<file path="config.mk">
export PLATFORM = sky130hd
export DESIGN_NAME = regfile_wb_queue
export DESIGN_NICKNAME = d
export VERILOG_FILES = /design/src/rtl/regfile_wb_queue.sv
export SDC_FILE = /design/constraint.sdc
export NUM_CORES = 1
export LEC_CHECK = 0
export BUFFER_PORTS_ARGS = -buffer_cell sky130_fd_sc_hd__buf_2
export CAP_MARGIN = 20
export CORE_UTILIZATION = 35
export CTS_BUF_LIST = sky130_fd_sc_hd__clkbuf_8
export DETAILED_ROUTE_END_ITERATION = 10
export GPL_TIMING_DRIVEN = 0
export PLACE_DENSITY_LB_ADDON = 0.25
export SYNTH_ARGS = -nofsm -noshare
export SYNTH_HDL_FRONTEND = slang
export SYNTH_SLANG_ARGS = --single-unit
</file>
<file path="constraint.sdc">
create_clock -name clk -period 3.76 [get_ports clk]
set_clock_uncertainty 0.1 [all_clocks]
set_input_delay 0.752 -clock clk [delete_from_list [all_inputs] [get_ports clk]]
set_output_delay 0.752 -clock clk [all_outputs]
set_load 0.03 [all_outputs]
</file>
<file path="src/rtl/regfile_wb_queue.sv">
// Register-file write port arbiter: ALU results take priority, long-latency results queue in a FIFO.
// Optional macro REGFILE_WB_BYPASS_EN lets an LSU result skip an empty FIFO and write straight away.
module regfile_wb_queue #(
    parameter int unsigned DEPTH = 4,
    parameter int unsigned PTR_W = 2
) (
    input  logic             clk,
    input  logic             rst,
    input  logic             alu_wb_en,
    input  logic [4:0]       alu_rd_index,
    input  logic [31:0]      alu_wb_data,
    input  logic             lsu_valid,
    output logic             lsu_ready,
    input  logic [4:0]       lsu_rd_index,
    input  logic [31:0]      lsu_wb_data,
    input  logic             issue_en,
    input  logic [4:0]       issue_rd,
    output logic [31:0]      pending_mask,
    output logic             wb_en,
    output logic [4:0]       rd_index,
    output logic [31:0]      wb_data,
    output logic [PTR_W:0]   fifo_count
);
    localparam int unsigned IDX_W = 5;
    localparam int unsigned DAT_W = 32;
    localparam int unsigned ENT_W = IDX_W + DAT_W;
    localparam int unsigned CNT_W = PTR_W + 1;

    logic [ENT_W-1:0] mem_q [DEPTH];
    logic [ENT_W-1:0] mem_d [DEPTH];
    logic [PTR_W-1:0] wr_ptr_q, wr_ptr_d;
    logic [PTR_W-1:0] rd_ptr_q, rd_ptr_d;
    logic [CNT_W-1:0] count_q, count_d;
    logic [31:0]      pending_q, pending_d;
    logic             wb_en_q, wb_en_d;
    logic [4:0]       rd_index_q, rd_index_d;
    logic [31:0]      wb_data_q, wb_data_d;

    logic             alu_sel;
    logic             fifo_empty;
    logic             pop;
    logic             push;
    logic             bypass;
    logic             fifo_write;
    logic [ENT_W-1:0] head;

    // Ready comes only from registered occupancy, never from lsu_valid.
    assign lsu_ready = ~rst & (count_q != CNT_W'(DEPTH));

    always_comb begin
        mem_d      = mem_q;
        wr_ptr_d   = wr_ptr_q;
        rd_ptr_d   = rd_ptr_q;
        count_d    = count_q;
        pending_d  = pending_q;
        wb_en_d    = 1'b0;
        rd_index_d = rd_index_q;
        wb_data_d  = wb_data_q;
        fifo_write = 1'b0;

        alu_sel    = alu_wb_en & (alu_rd_index != 5'd0);
        fifo_empty = (count_q == CNT_W'(0));
        head       = mem_q[rd_ptr_q];
        pop        = ~alu_sel & ~fifo_empty;
`ifdef REGFILE_WB_BYPASS_EN
        bypass     = ~alu_sel & fifo_empty & lsu_valid & (lsu_rd_index != 5'd0);
`else
        bypass     = 1'b0;
`endif
        // x0 results complete the handshake but are never stored.
        push       = lsu_valid & lsu_ready & (lsu_rd_index != 5'd0) & ~bypass;

        if (alu_sel) begin
            wb_en_d    = 1'b1;
            rd_index_d = alu_rd_index;
            wb_data_d  = alu_wb_data;
        end else if (pop) begin
            wb_en_d    = 1'b1;
            rd_index_d = head[ENT_W-1:DAT_W];
            wb_data_d  = head[DAT_W-1:0];
            fifo_write = 1'b1;
            rd_ptr_d   = rd_ptr_q + PTR_W'(1);
        end else if (bypass) begin
            wb_en_d    = 1'b1;
            rd_index_d = lsu_rd_index;
            wb_data_d  = lsu_wb_data;
            fifo_write = 1'b1;
        end

        if (push) begin
            mem_d[wr_ptr_q] = {lsu_rd_index, lsu_wb_data};
            wr_ptr_d        = wr_ptr_q + PTR_W'(1);
        end

        case ({push, pop})
            2'b10:   count_d = count_q + CNT_W'(1);
            2'b01:   count_d = count_q - CNT_W'(1);
            default: count_d = count_q;
        endcase

        // Clear first so a same-cycle issue to that register wins.
        if (fifo_write) begin
            pending_d[rd_index_d] = 1'b0;
        end
        if (issue_en && (issue_rd != 5'd0)) begin
            pending_d[issue_rd] = 1'b1;
        end
        pending_d[0] = 1'b0;
    end

    always_ff @(posedge clk) begin
        if (rst) begin
            wr_ptr_q   <= '0;
            rd_ptr_q   <= '0;
            count_q    <= '0;
            pending_q  <= '0;
            wb_en_q    <= 1'b0;
            rd_index_q <= '0;
            wb_data_q  <= '0;
        end else begin
            wr_ptr_q   <= wr_ptr_d;
            rd_ptr_q   <= rd_ptr_d;
            count_q    <= count_d;
            pending_q  <= pending_d;
            wb_en_q    <= wb_en_d;
            rd_index_q <= rd_index_d;
            wb_data_q  <= wb_data_d;
        end
    end

    // Storage needs no reset; occupancy alone decides what is valid.
    always_ff @(posedge clk) begin
        mem_q <= mem_d;
    end

    assign pending_mask = pending_q;
    assign wb_en        = wb_en_q;
    assign rd_index     = rd_index_q;
    assign wb_data      = wb_data_q;
    assign fifo_count   = count_q;

endmodule

</file>
Word level (Yosys, flattened, before mapping)
Cells that the tools add are included.
W data, S select, Z words.
Operators by class
  equality and inequality tests: 3
  reduce and logical (&&, ||, !) cells: 11
  bitwise gates (word level): 13
  muxes and demuxes: 20
  add/subtract/negate cells: 4
  $lt $le $gt $ge: 7
Operator list (count)
  $bwmux W148: 1
  $mux W32: 4
  $mux W37: 3
  $bmux W37 S2: 1
  $demux W37 S2: 1
  $and A32 B32 Y32: 1
  $not A32 Y32: 1
  $or A32 B32 Y32: 1
  $reduce_bool A5 Y1: 3
  $lt A5 B6 Y1 const B: 2
  $demux W1 S5: 2
  $ge A5 B1 Y1 const B: 2
  $mux W5: 2
  $ge A3 B3 Y1 const B: 2
  $not A2 Y3: 2
  $pmux W3 S2: 1
  $and A1 B1 Y1: 5
  $mux W1: 5
  $add A2 B1 Y2 const B: 2
  $logic_and A1 B1 Y1: 4
  $reduce_bool A2 Y1: 2
  $add A3 B1 Y3 const B: 1
  $logic_not A3 Y1: 1
  $lt A3 B1 Y1 const B: 1
  6 further kinds: 8
Storage, ports and cells
  input port bits: 84
  logic and storage cells: 70
  bits in registers: 225
  output and inout bits: 74

Logic depth before layout (Yosys ltp)
  depth after elaboration: 15
  depth in mapped cells: 10
  gate-level depth less buffers: 10

Worst setup path before layout
OpenSTA, ideal clock, no wires.
  path kind: register to register
  start point: register count_q[0], in the netlist fifo_count[0]
  end point: register mem_q[0] (netlist bit) (enable)
  slack: 0.639 ns
  arrival: 2.623 ns
  data required time: 3.262 ns
  clock period less this slack: 3.121 ns
  cell stages (with the launch flop): 5
  buffers on the path: 0
  library setup time: 0.398 ns
  path through: dfxtp_1 inv_1 a31oi_1 o211a_1 and2_1
Between the ends
  cells in the longest elaborated chain, start to end: 4
Ends and longest elaborated chain
  start, declared: RTL line 33  | logic [CNT_W-1:0] count_q, count_d;
  start signal, assigned: RTL line 123  | count_q <= count_d;
  $ne A3 B3 Y1: RTL line 48  | assign lsu_ready = ~rst & (count_q != CNT_W'(DEPTH));
  $and A1 B1 Y1: RTL line 48
  via lsu_ready: RTL line 13  | output logic lsu_ready,
  $and A1 B1 Y1 (2 in series): RTL line 71  | push = lsu_valid & lsu_ready & (lsu_rd_index != 5'd0) & ~bypass;
  end signal, assigned: RTL line 133  | mem_q <= mem_d;
  end, declared: RTL line 29  | logic [ENT_W-1:0] mem_q [DEPTH];
The timed path passes the listed nets, and every way through them passes these cells.
A chain may end at the register's enable or synchronous reset.

Final worst setup path
  start point: input alu_rd_index[3]
  end point: register count_q[2], in the netlist fifo_count[2]
Between the ends
  cells in the longest elaborated chain, start to end: 6
  elaborated cells between the ends (all ways): 8
  classes of those cells: 2 x eq/ne; 1 x mux; 3 x bitwise; 2 x reduce/logical
Ends and longest elaborated chain
  start, declared: RTL line 10  | input logic [4:0] alu_rd_index,
  $reduce_bool A5 Y1 *: RTL line 61  | alu_sel = alu_wb_en & (alu_rd_index != 5'd0);
  $and A1 B1 Y1 *: RTL line 61
  $not A1 Y1 (no line) *
  $and A1 B1 Y1 *: RTL line 64  | pop = ~alu_sel & ~fifo_empty;
  $eq A2 B1 Y1 / $eq A2 B2 Y1 (equally long branches): RTL line 95  | case ({push, pop})
  $pmux W3 S2 / $reduce_bool A2 Y1 (equally long branches)
Mark *: on every way between the ends. The rest lies on a longest branch, timed or not.

==> metrics.log <==
[metrics] outcome: completed
[metrics] number of optimization iterations in the first detailed-route pass: 5
[metrics] total of buffers placed on input and output ports: 153
[metrics] detailed-route wire length: 21900 um
[metrics] Root Driver: sky130_fd_sc_hd__clkbuf_8
[metrics] synthesized area per cell: 14.2 um^2
[metrics] worst slew margin relative to its limit: 0.333
[metrics] pin count of the biggest net entering global routing: 24
[metrics] wire length of the first global-routing pass: 33600 um
[metrics] Max Fanout on Critical Path: 2
[metrics] number of flip-flops and latches in the synthesized netlist: 224
[metrics] post-synthesis instance area: 8910 um^2
[metrics] number of enable-type register cells in the synthesized netlist: 148
[metrics] power density normalized to cell area: 636 nW/um^2
[metrics] sequential cell area in the final layout: 5970 um^2
[metrics] hold buffer count at cts: 0
[metrics] Crit Path Class: in2reg
[metrics] count of yosys warnings during synthesis: 0
[metrics] TritonCTS clock tree: done
[metrics] number of buffers inserted during clock tree synthesis: 39
[metrics] routability cong.: 0.801
[metrics] clock sinks: 224
[metrics] Total Nets Final: 917
[metrics] Critical path buffers and inverters: 2
[metrics] cell accounting for the most synthesized area: sky130_fd_sc_hd__edfxtp_1
[metrics] antenna violations before repair: 2
[metrics] arrival time of the worst setup path: 3.02 ns
[metrics] family with the most delay on the worst path: simple AND/OR/NAND/NOR gates
[metrics] count of standard-cell rows: 58
[metrics] die outline height: 162 um
[metrics] leak pwr: 0.00395 uW
[metrics] required time reported for the critical path endpoint: 4.11 ns
[metrics] cells traversed along the worst timing path: buf_2 -> or3_4 -> o31a_1 -> nor2_1 -> ha_1 -> inv_1 -> fa_1 -> xor2_1 -> or3_1 -> a21oi_1
[metrics] sort of element at the end of the critical path: flip-flop
[metrics] footprint of the multi-input gates: 2690 um^2
[metrics] global route overflow: 0
[metrics] final antenna-violating net count: 0
[metrics] utilization after layout: 0.439
[metrics] fill count: 2338
[metrics] worst voltage drop across the vdd grid: 0.000381 V
[metrics] CTS H-tree depth: 2
[metrics] DRC violations left: 0
[metrics] post-cts repair resize count: 0
[metrics] clock latency at the later pin of the worst-skew pair: 0.54 ns
[metrics] Die Footprint: 26100 um^2
[metrics] post-synthesis cell count: 628
[metrics] sum of negative setup slack: 0 ns
[metrics] sequential element share of the synthesized area: 0.670
[metrics] actual transition at the worst max-transition pin: 0.998 ns
[metrics] post-CTS repair timing setup buffer count: 0
[metrics] top-level I/O count: 158
[metrics] global-route total usage across every layer: 0.170
[metrics] Clock transition at path regs: 0.06 ns
[metrics] commonest cells in the synthesized netlist: sky130_fd_sc_hd__edfxtp_1, sky130_fd_sc_hd__nand2_1, sky130_fd_sc_hd__dfxtp_1
[metrics] detailed-route wire length per cell: 18.5 um
[metrics] count leader, synth: sky130_fd_sc_hd__edfxtp_1
[metrics] asr flop ratio synth: 0
[metrics] detailed-route vias per instance: 5.01
[metrics] final hold violation count: 0
[metrics] die width: 162 um
[metrics] number of violations of the max-capacitance limit: 0
[metrics] biggest area contributors in the synthesized netlist: sky130_fd_sc_hd__edfxtp_1, sky130_fd_sc_hd__dfxtp_1, sky130_fd_sc_hd__mux4_2
[metrics] P&R area growth vs syn: 23.4%
[metrics] number of buffers on the longest clock path: 3
[metrics] master of the slowest instance on the critical path: sky130_fd_sc_hd__or3_4
[metrics] critical path startpoint category: primary input
[metrics] DP Wirelength: 15000 um
[metrics] number of DRC markers in iteration 0: 362
[metrics] Worst Hold Class: in2reg
[metrics] syn_nets: 718
[metrics] Std-Cell Core Area: 25000 um^2
[metrics] initial core utilization: 0.356
[metrics] post-layout min period: 2.67 ns
[metrics] number of setup violations in the final report: 0
[metrics] via count of the first global-routing pass: 5888
[metrics] library cells used by synthesis: 42
[metrics] Final Cycle Share: 0.711
[metrics] fraction of synthesized cell area taken by the top area cell type: 0.499
[metrics] total via count after detailed routing: 5959
[metrics] setup repair after global routing missed its margin: false
[metrics] max incr delay on CP: 0.40 ns
[metrics] Main synth FF type: sky130_fd_sc_hd__edfxtp_1
[metrics] fmax: 374 MHz
[metrics] share of cells above drive strength 1: 0.332
[metrics] count of pins over their slew limit: 0
==> cell usage in the layout, fill, tap and decap left out, drive strengths merged, types with 36 or more instances in the layout <==
cell	netlist	layout
a21oi	36	36
clkbuf	28	71
mux4	37	37
nand2	102	102
nor2	55	55
dfxtp	76	76
edfxtp	148	148
a311oi	62	62
buf	20	178
==> where the power goes <==
group          internal, uW  total, uW  switching (uW)
Combinational           658       1810            1150
Clock                  1280       2290            1010
Sequential             2810       2890            84.4
Total                  4740       6980            2240
==> per-layer routing <==
metal	up-vias	global-route usage	share of wire
li1	2809	-	-
met1	2908	0.220	0.44
met2	201	0.281	0.47
met3	39	0.0398	0.068
met4	2	0.0549	0.020
met5	-	0	0.00059
==> final timing paths <==
path | from | end | slack (ns) | cells past startpoint
max | alu_rd_index[3] | fifo_count[2] | 1.09 | 10
min | lsu_wb_data[22] | mem_q[22] | 0.33 | 1
max reg2reg | fifo_count[0] | wb_data[14] | 1.27 | 6
min reg2reg | wb_data[31] | wb_data[31] | 0.38 | 2
==> per-stage QoR <==
| stage | total power (uW) | setup slack, ns | instance area (um^2) | hold slack (ns) | instances |
|---|---|---|---|---|---|
| 6_report | 6980 | 1.09 | 11000 | 0.331 | 1189 |
| 5_1_grt | 7330 | 1.03 | 11000 | 0.309 | 1188 |
| 4_1_cts | 7090 | 1.07 | 11000 | 0.295 | 1188 |
| 3_5_place_dp | 4790 | 0.517 | 10200 | 0.367 | 1116 |
| 3_3_place_gp | 4760 | 0.0491 | 10100 | 0.361 | 1111 |
| 2_1_floorplan | 4180 | 0.639 | 8910 | 0.408 | 628 |
==> final cells by class <==
class | instances | share of cell area
plain buffers | 48 | 0.0206
well taps | 330 | 0.0376
diodes | 1 | 0.000228
multi-input cells | 348 | 0.245
clock buffers | 43 | 0.0539
repair buffers | 158 | 0.0776
flip-flops and latches | 224 | 0.543
clock inverters | 29 | 0.0197
inverters | 8 | 0.00273
==> kinds of logic (layout without fill, tap and decap cells) <==
group                    after synthesis  after routing  synth area share
AO/OA/AOI/OAI                        108            108            0.0982
XOR/XNOR                               5              5           0.00492
adder cells (fa/ha/maj)                6              6           0.00927
buffers and inverters                 56            286            0.0288
flip-flops                           224            224             0.670
multiplexers                          42             42             0.100
other                                  1              2          0.000421
AND/OR/NAND/NOR                      186            186            0.0882
==> state kept, by name (all words and copies together) (netlist names) <==
name          flops
wr_ptr_q          2
rd_ptr_q          2
fifo_count        3
wb_en             1
wb_data          32
rd_index          5
mem_q           148
pending_mask     31
(Power assumes the default switching activity.)
